<file path="src/rtl/dec_grant_arbiter.sv">
// dec_grant_arbiter: 4-requester round-robin arbiter with a registered one-hot grant.
// A request seen in IDLE is granted at the next edge. The grant is held while
// the owner keeps requesting. Every release passes through one IDLE cycle, and
// the priority pointer then moves to the requester after the released owner.
// Optional tenure limit: define ARB_TIMEOUT_EN to compile in a hold counter.
// The counter force-releases a grant after MAX_HOLD cycles and pulses
// hold_expired. Without the macro, hold_expired is constant 0.
module dec_grant_arbiter #(
  parameter int MAX_HOLD = 8
) (
  input  logic       clk,
  input  logic       rst,
  input  logic [3:0] req,
  output logic [3:0] gnt,
  output logic [1:0] gnt_idx,
  output logic       gnt_vld,
  output logic       hold_expired
);

  typedef enum logic {
    IDLE  = 1'b0,
    GRANT = 1'b1
  } state_t;

  state_t     state_q, state_d;
  logic [1:0] ptr_q, ptr_d;
  logic [1:0] idx_q, idx_d;
  logic       vld_q, vld_d;
  logic [3:0] gnt_q, gnt_d;
  logic       expired_q, expired_d;

  logic [3:0] req_rot;
  logic [1:0] win_off;
  logic [1:0] winner;
  logic       timeout;

  // Reject tenure limits that do not fit the 4-bit hold counter.
  if (MAX_HOLD < 1 || MAX_HOLD > 15) begin : g_bad_max_hold
    $error("dec_grant_arbiter: MAX_HOLD must be within 1..15");
  end

  // Rotate the request vector so that bit 0 is the requester at the pointer.
  for (genvar gi = 0; gi < 4; gi++) begin : g_rot
    assign req_rot[gi] = req[ptr_q + 2'(gi)];
  end

  // Find the first requester at or above the pointer, wrapping modulo 4.
  always_comb begin
    win_off = 2'd3;
    if (req_rot[0])      win_off = 2'd0;
    else if (req_rot[1]) win_off = 2'd1;
    else if (req_rot[2]) win_off = 2'd2;
    winner = ptr_q + win_off;
  end

`ifdef ARB_TIMEOUT_EN
  localparam logic [3:0] HOLD_LAST = 4'(MAX_HOLD - 1);

  logic [3:0] hold_cnt_q, hold_cnt_d;

  // The counter is zero on the first GRANT cycle and counts each later GRANT cycle.
  always_comb begin
    hold_cnt_d = 4'd0;
    if (state_q == GRANT) hold_cnt_d = hold_cnt_q + 4'd1;
  end

  // Hold counter register.
  always_ff @(posedge clk) begin
    if (rst) hold_cnt_q <= 4'd0;
    else     hold_cnt_q <= hold_cnt_d;
  end

  assign timeout = (hold_cnt_q == HOLD_LAST);
`else
  assign timeout = 1'b0;
`endif

  // Next-state and next-output logic. All outputs are taken from registers.
  always_comb begin
    state_d   = state_q;
    ptr_d     = ptr_q;
    idx_d     = idx_q;
    vld_d     = vld_q;
    expired_d = 1'b0;
    case (state_q)
      IDLE: begin
        vld_d = 1'b0;
        if (|req) begin
          state_d = GRANT;
          idx_d   = winner;
          vld_d   = 1'b1;
        end
      end
      GRANT: begin
        if (!req[idx_q]) begin
          // The owner let go: give up the grant and move priority past it.
          state_d = IDLE;
          vld_d   = 1'b0;
          ptr_d   = idx_q + 2'd1;
        end else if (timeout) begin
          // The tenure limit was reached: force the release and flag it for one cycle.
          state_d   = IDLE;
          vld_d     = 1'b0;
          ptr_d     = idx_q + 2'd1;
          expired_d = 1'b1;
        end
      end
      default: begin
        state_d = IDLE;
        vld_d   = 1'b0;
      end
    endcase
  end

  // 2:4 decode of the next index, enabled by the next valid bit.
  for (genvar gi = 0; gi < 4; gi++) begin : g_dec
    assign gnt_d[gi] = vld_d && (idx_d == 2'(gi));
  end

  // State and output registers. Reset drops any grant at the same edge.
  always_ff @(posedge clk) begin
    if (rst) begin
      state_q   <= IDLE;
      ptr_q     <= 2'd0;
      idx_q     <= 2'd0;
      vld_q     <= 1'b0;
      gnt_q     <= 4'd0;
      expired_q <= 1'b0;
    end else begin
      state_q   <= state_d;
      ptr_q     <= ptr_d;
      idx_q     <= idx_d;
      vld_q     <= vld_d;
      gnt_q     <= gnt_d;
      expired_q <= expired_d;
    end
  end

  assign gnt          = gnt_q;
  assign gnt_idx      = idx_q;
  assign gnt_vld      = vld_q;
  assign hold_expired = expired_q;

endmodule

</file>
<file path="config.mk">
export PLATFORM = sky130hd
export DESIGN_NAME = dec_grant_arbiter
export DESIGN_NICKNAME = d
export VERILOG_FILES = /design/src/rtl/dec_grant_arbiter.sv
export SDC_FILE = /design/constraint.sdc
export NUM_CORES = 1
export LEC_CHECK = 0
export BUFFER_PORTS_ARGS = -buffer_cell sky130_fd_sc_hd__buf_2
export CAP_MARGIN = 20
export CORE_MARGIN = 1.5
export CORE_UTILIZATION = 35
export CTS_BUF_LIST = sky130_fd_sc_hd__clkbuf_2
export DETAILED_ROUTE_END_ITERATION = 6
export PLACE_DENSITY = 0.57
export SYNTH_ARGS = -nofsm -noshare
export SYNTH_HDL_FRONTEND = slang
export SYNTH_SLANG_ARGS = --single-unit
</file>
<file path="constraint.sdc">
create_clock -name clk -period 1.6 [get_ports clk]
set_input_delay 0.32 -clock clk [delete_from_list [all_inputs] [get_ports clk]]
set_output_delay 0.32 -clock clk [all_outputs]
set_load 0.01 [all_outputs]
</file>
# Yosys cells after proc, flatten, opt, wreduce, memory -nomap -nowiden
# Cells that the tools add are included.
dict set report totals {
  regBits 10
  out_inout_bits 8
}
dict set report classes {
  order_cmp 4
  n_reduce_logical 7
  n_mux 18
  add_sub_neg 4
  bitwise 2
  n_eq_ne 3
}
# operator count
set ops {}
lappend ops {{$lt 2x3->1 const B} 4}
lappend ops {{$bmux 1 s2} 4}
lappend ops {{$mux 1} 8}
lappend ops {{$mux 2} 4}
lappend ops {{$add 2x1->2 const B} 2}
lappend ops {{$eq 2x2->1 const B} 2}
lappend ops {{$logic_and 1x1->1} 4}
lappend ops {{$pmux 1 s2} 2}
lappend ops {{$reduce_or 4->1} 1}
lappend ops {{$add 2x2->2} 1}
lappend ops {{$add 2x2->2 const B} 1}
lappend ops {{$eq 2x1->1 const B} 1}
lappend ops {{$logic_not 2->1} 1}
lappend ops {{$not 1->1} 2}
lappend ops {{$reduce_and 2->1} 1}

# Longest topological paths before layout
dict set report logic_depth {
  depth_word 11
  ltp_mapped 8
  ltp_nobuf 8
}

# Least setup slack after synthesis
# No wires, ideal clock.
dict set report synth_path {
  kind {register to register}
  from {register ptr_q[0]}
  to {register gnt_q[0] (netlist: gnt[0])}
  path_stages_with_launch 5
  path_slack_ns -0.120
  period_less_slack_ns 1.720
  t_arrival_ns 1.646
  path_cell_list {dfxtp_1 > clkbuf_2 > mux4_2 > or4b_1 > a31oi_1}
}
dict set report synth_between {
  elab_chain_len 11
}
# item line
set synth_rtl {}
lappend synth_rtl {{from (decl)} 26} ;# logic [1:0] ptr_q, ptr_d;
lappend synth_rtl {{from (signal assigned)} 131} ;# ptr_q <= ptr_d;
lappend synth_rtl {{$add 2x2->2} 44} ;# assign req_rot[gi] = req[ptr_q + 2'(gi)];
lappend synth_rtl {{$bmux 1 s2} 44}
lappend synth_rtl {{$mux 1 (not written as such)} 44}
lappend synth_rtl {{$mux 1} 52} ;# else if (req_rot[2]) win_off = 2'd2;
lappend synth_rtl {{$mux 2} 51} ;# else if (req_rot[1]) win_off = 2'd1;
lappend synth_rtl {{$mux 2} 50} ;# if (req_rot[0]) win_off = 2'd0;
lappend synth_rtl {{$add 2x2->2 (*)} 53} ;# winner = ptr_q + win_off;
lappend synth_rtl {{$mux 2 (*)} 88} ;# if (|req) begin
lappend synth_rtl {{$mux 2 (*)} 85} ;# case (state_q)
lappend synth_rtl {{$logic_not 2->1 (*)} 117} ;# assign gnt_d[gi] = vld_d && (idx_d == 2'(gi));
lappend synth_rtl {{$logic_and 1x1->1 (*)} 117}
lappend synth_rtl {{to (signal assigned)} 134} ;# gnt_q <= gnt_d;
lappend synth_rtl {{to (decl)} 29} ;# logic [3:0] gnt_q, gnt_d;
# Every way passes the cells marked *; elsewhere a longest branch is shown, timed or not. The select of a mux whose other input is x is not followed.
# A chain may end at the register's enable or synchronous reset.

# Final worst setup path
dict set report layout_path {
  from {register ptr_q[1]}
  to {register gnt_q[3] (netlist: gnt[3])}
}
dict set report layout_between {
  elab_chain_len 11
}
# item line
set layout_rtl {}
lappend layout_rtl {{$add 2x2->2} 44}
lappend layout_rtl {{$bmux 1 s2} 44}
lappend layout_rtl {{$mux 1 (not written as such)} 44}
lappend layout_rtl {{$mux 1} 52}
lappend layout_rtl {{$mux 2} 51}
lappend layout_rtl {{$mux 2} 50}
lappend layout_rtl {{$add 2x2->2 (*)} 53}
lappend layout_rtl {{$mux 2 (*)} 88}
lappend layout_rtl {{$mux 2 (*)} 85}
lappend layout_rtl {{$eq 2x2->1 (*)} 117}
lappend layout_rtl {{$logic_and 1x1->1 (*)} 117}
# Marks and branches as above.

==> metrics <==
fraction of the mapped netlist area in adder cells 2.17%; CORE AREA 0.00152 mm2; ANT nets after route 0; most common cell after layout, fill and taps aside buf_4; status complete, but fails checks; number of port buffers 12; Critical Path Start Type register; # nets final 107; logic gate share of total power 44.6%; xor and xnor area share after synthesis 1.52%; CTS tree done; max-slew violation count 0; HP Class in -> reg; Die W 43.6 um; Routability Congestion 0.827; post-route design area 870 um2; wire length on met2 732 um; Seq cells post-synth 10; Clock Skews 0.00753 ns; Flop pwr share 38.3%; # IOs 14; Final Power 837 uW; clock latency on the worst-skew pair 0.26 ns; CP endpoint kind register; YS warnings 0; hold-critical path endpoint gnt_idx[0]; layout cell share with drive strength beyond 1 49.5%; P_int 545 uW; Die Y 43.6 um; wire per inst 13.0 um; compound-gate portion of the synthesized area 18.3%; EDFF count, synth 0; crit-path max FO 3; HP Start rst; met3 routed WL 81 um; pin count of the biggest net entering global routing 10; diodes inserted 0; Clock Sink Count 10; Die ar. 0.00190 mm2; vias in the first global route 536; failing checks negative setup slack; mux share of post-synthesis cell area 9.13%; Syn-to-layout area delta 51.1%; Tmin final 1.72 ns; clock power share 17.1%; Initial Utilization 37.8%; library cells used by synthesis 33; clk slew on worst S/H paths 0.10 ns; antenna violations before repair 0; sequential element share of the synthesized area 34.8%; Multi-input gate area 427 um2; clock tree buffer depth 2; Max Cap Viol 0; fmax 0.581 GHz; DP Area 753 um2; RSZ-0062 raised after global routing yes; final worst slack -0.121 ns; Final setup viols 6; syn_nets 77; Cell Area, Synth 576 um2; internal reg-to-reg setup slack -0.12 ns; maximum vdd drop 504 uV; Std-Cell Rows 14; Vias 631; FF-to-FF Start ptr_q[1]; hold depth 2; total track usage 17.3%; first-pass GRT wire length 2380 um; syn avg cell area 8.22 um2; highest metal used met4; grt ovf 0; Layout fillers 139; PwrDens 963 mW/mm2; leakage 0.000370 uW; post-synthesis instance total 70; Post-synth ARST share 0%; met1 wire length 663 um; HPWL after detailed placement 1070 um; sw frac 34.9%; Initial DRT Pass Iterations 4; Hold Fails Final Rpt 0; class of the most critical setup path reg -> reg; final wirelength 1490 um; cts bufs inserted 3; Final period util 108%; reg-to-reg endpoint gnt[3]; initial drt markers 18; htree depth 1; highest-count cells in the layout ignoring fill and taps 18 x buf_4, 12 x buf_2, 8 x dfxtp_1, 6 x nor2_1, 5 x a21oi_1; largest family of logic cells by synthesized area simple AND/OR/NAND/NOR gates; Reg2Reg Depth 8; simple-gate share of the synthesized area 28.7%; Psw 292 uW; hold buffers post-CTS 0; CTS root buf clkbuf_2; DR DRC count 0; Primary FF master, synth dfxtp_1; DR vias/cell 5.49; register area 205 um2; worst endpoint data arrival time 1.90 ns; CP Data Required Time 1.78 ns
## power by group through the flow
stage | Clock [uW] | Sequential [uW] | Combinational, uW
5_1_grt | 160 | 325 | 406
3_5_place_dp | 0 | 322 | 291
3_3_place_gp | 0 | 322 | 289
2_1_floorplan | 0 | 322 | 180
4_1_cts | 148 | 317 | 335
6_report | 143 | 320 | 374
## kinds of logic after synthesis
kind of cell,Yosys count
AOI/OAI and AO/OA,17
xor gates and xnor gates,1
buffers and inverters,6
DFF,10
muxes,4
and+or+nand+nor,30
other,1
adders and majority gates,1
## layout make-up
| class | instances | area share [%] |
|---|---|---|
| Multi-Input combinational cell | 54 | 49.1 |
| Sequential cell | 10 | 23.6 |
| Timing Repair Buffer | 30 | 22.4 |
| Tap cell | 16 | 2.30 |
| Clock buffer | 3 | 1.73 |
| Clock inverter | 1 | 0.432 |
| Inverter | 1 | 0.432 |
## sequential cells by signal, summed over array words and instances, names as in the netlist
name     cells
gnt          4
gnt_idx      2
gnt_vld      1
ptr_q        2
state_q      1
## synthesized netlist by cell type, types with 2 or more instances
library cell	number	area, um2
dfxtp_1	10	200
clkbuf_1	2	7.51
a31oi_1	2	12.5
o21ai_0	2	10.0
nor2b_1	2	12.5
nor3b_1	2	15.0
nor2_1	7	26.3
nand2_1	4	15.0
nor4_1	4	25.0
nand2b_1	2	12.5
a21oi_1	7	35.0
mux2i_1	3	30.0
nor3_1	3	15.0
## routing by layer
layer	track usage, %	vias up
met1	24.3	295
li1	-	314
met5	0	-
met3	6.25	2
met4	6.67	0
met2	24.1	20
## per-stage QoR
step           std cells  util, %  setup TNS, ns  hold slack (ns)  setup WS (ns)
2_1_floorplan         70        -         -0.297            0.498        -0.0767
3_3_place_gp         108     49.4          -1.43            0.488         -0.293
3_5_place_dp         108     49.4          -1.54            0.507         -0.307
4_1_cts              114     53.8         -0.457            0.326         -0.106
5_1_grt              115     57.1          -1.06            0.363         -0.202
6_report             115     57.1         -0.495            0.352         -0.121
## what timing repair did
item                       in CTS  in global routing
setup endpoints to repair       6                  6
pin swaps                       2                  4
hold endpoints to repair        0                  0
gates resized for setup         7                 10
buffers inserted                2                  1
## worst max-delay path, cell delays in order (launching register included)
cell and delay (ns):
dfxtp_2 0.37, nor2b_4 0.05, nor2b_2 0.13, nor3_2 0.05, a221o_1 0.30, ha_4 0.28
nor3b_4 0.19, o21bai_1 0.11, nor4_1 0.16
## worst max-delay path by stage
| stage | startpoint | cells after the start | to | slack (ns) |
|---|---|---|---|---|
| 2_1_floorplan | req[1] | 8 | gnt[3] | -0.08 |
| 3_3_place_gp | req[2] | 7 | gnt[1] | -0.29 |
| 3_5_place_dp | req[3] | 7 | gnt[1] | -0.31 |
| 4_1_cts | ptr_q[1] | 7 | gnt[3] | -0.11 |
| 5_1_grt | ptr_q[1] | 8 | gnt[3] | -0.20 |
| 6_report | ptr_q[1] | 8 | gnt[3] | -0.12 |
Note: power is estimated with default switching activity, not from simulation.
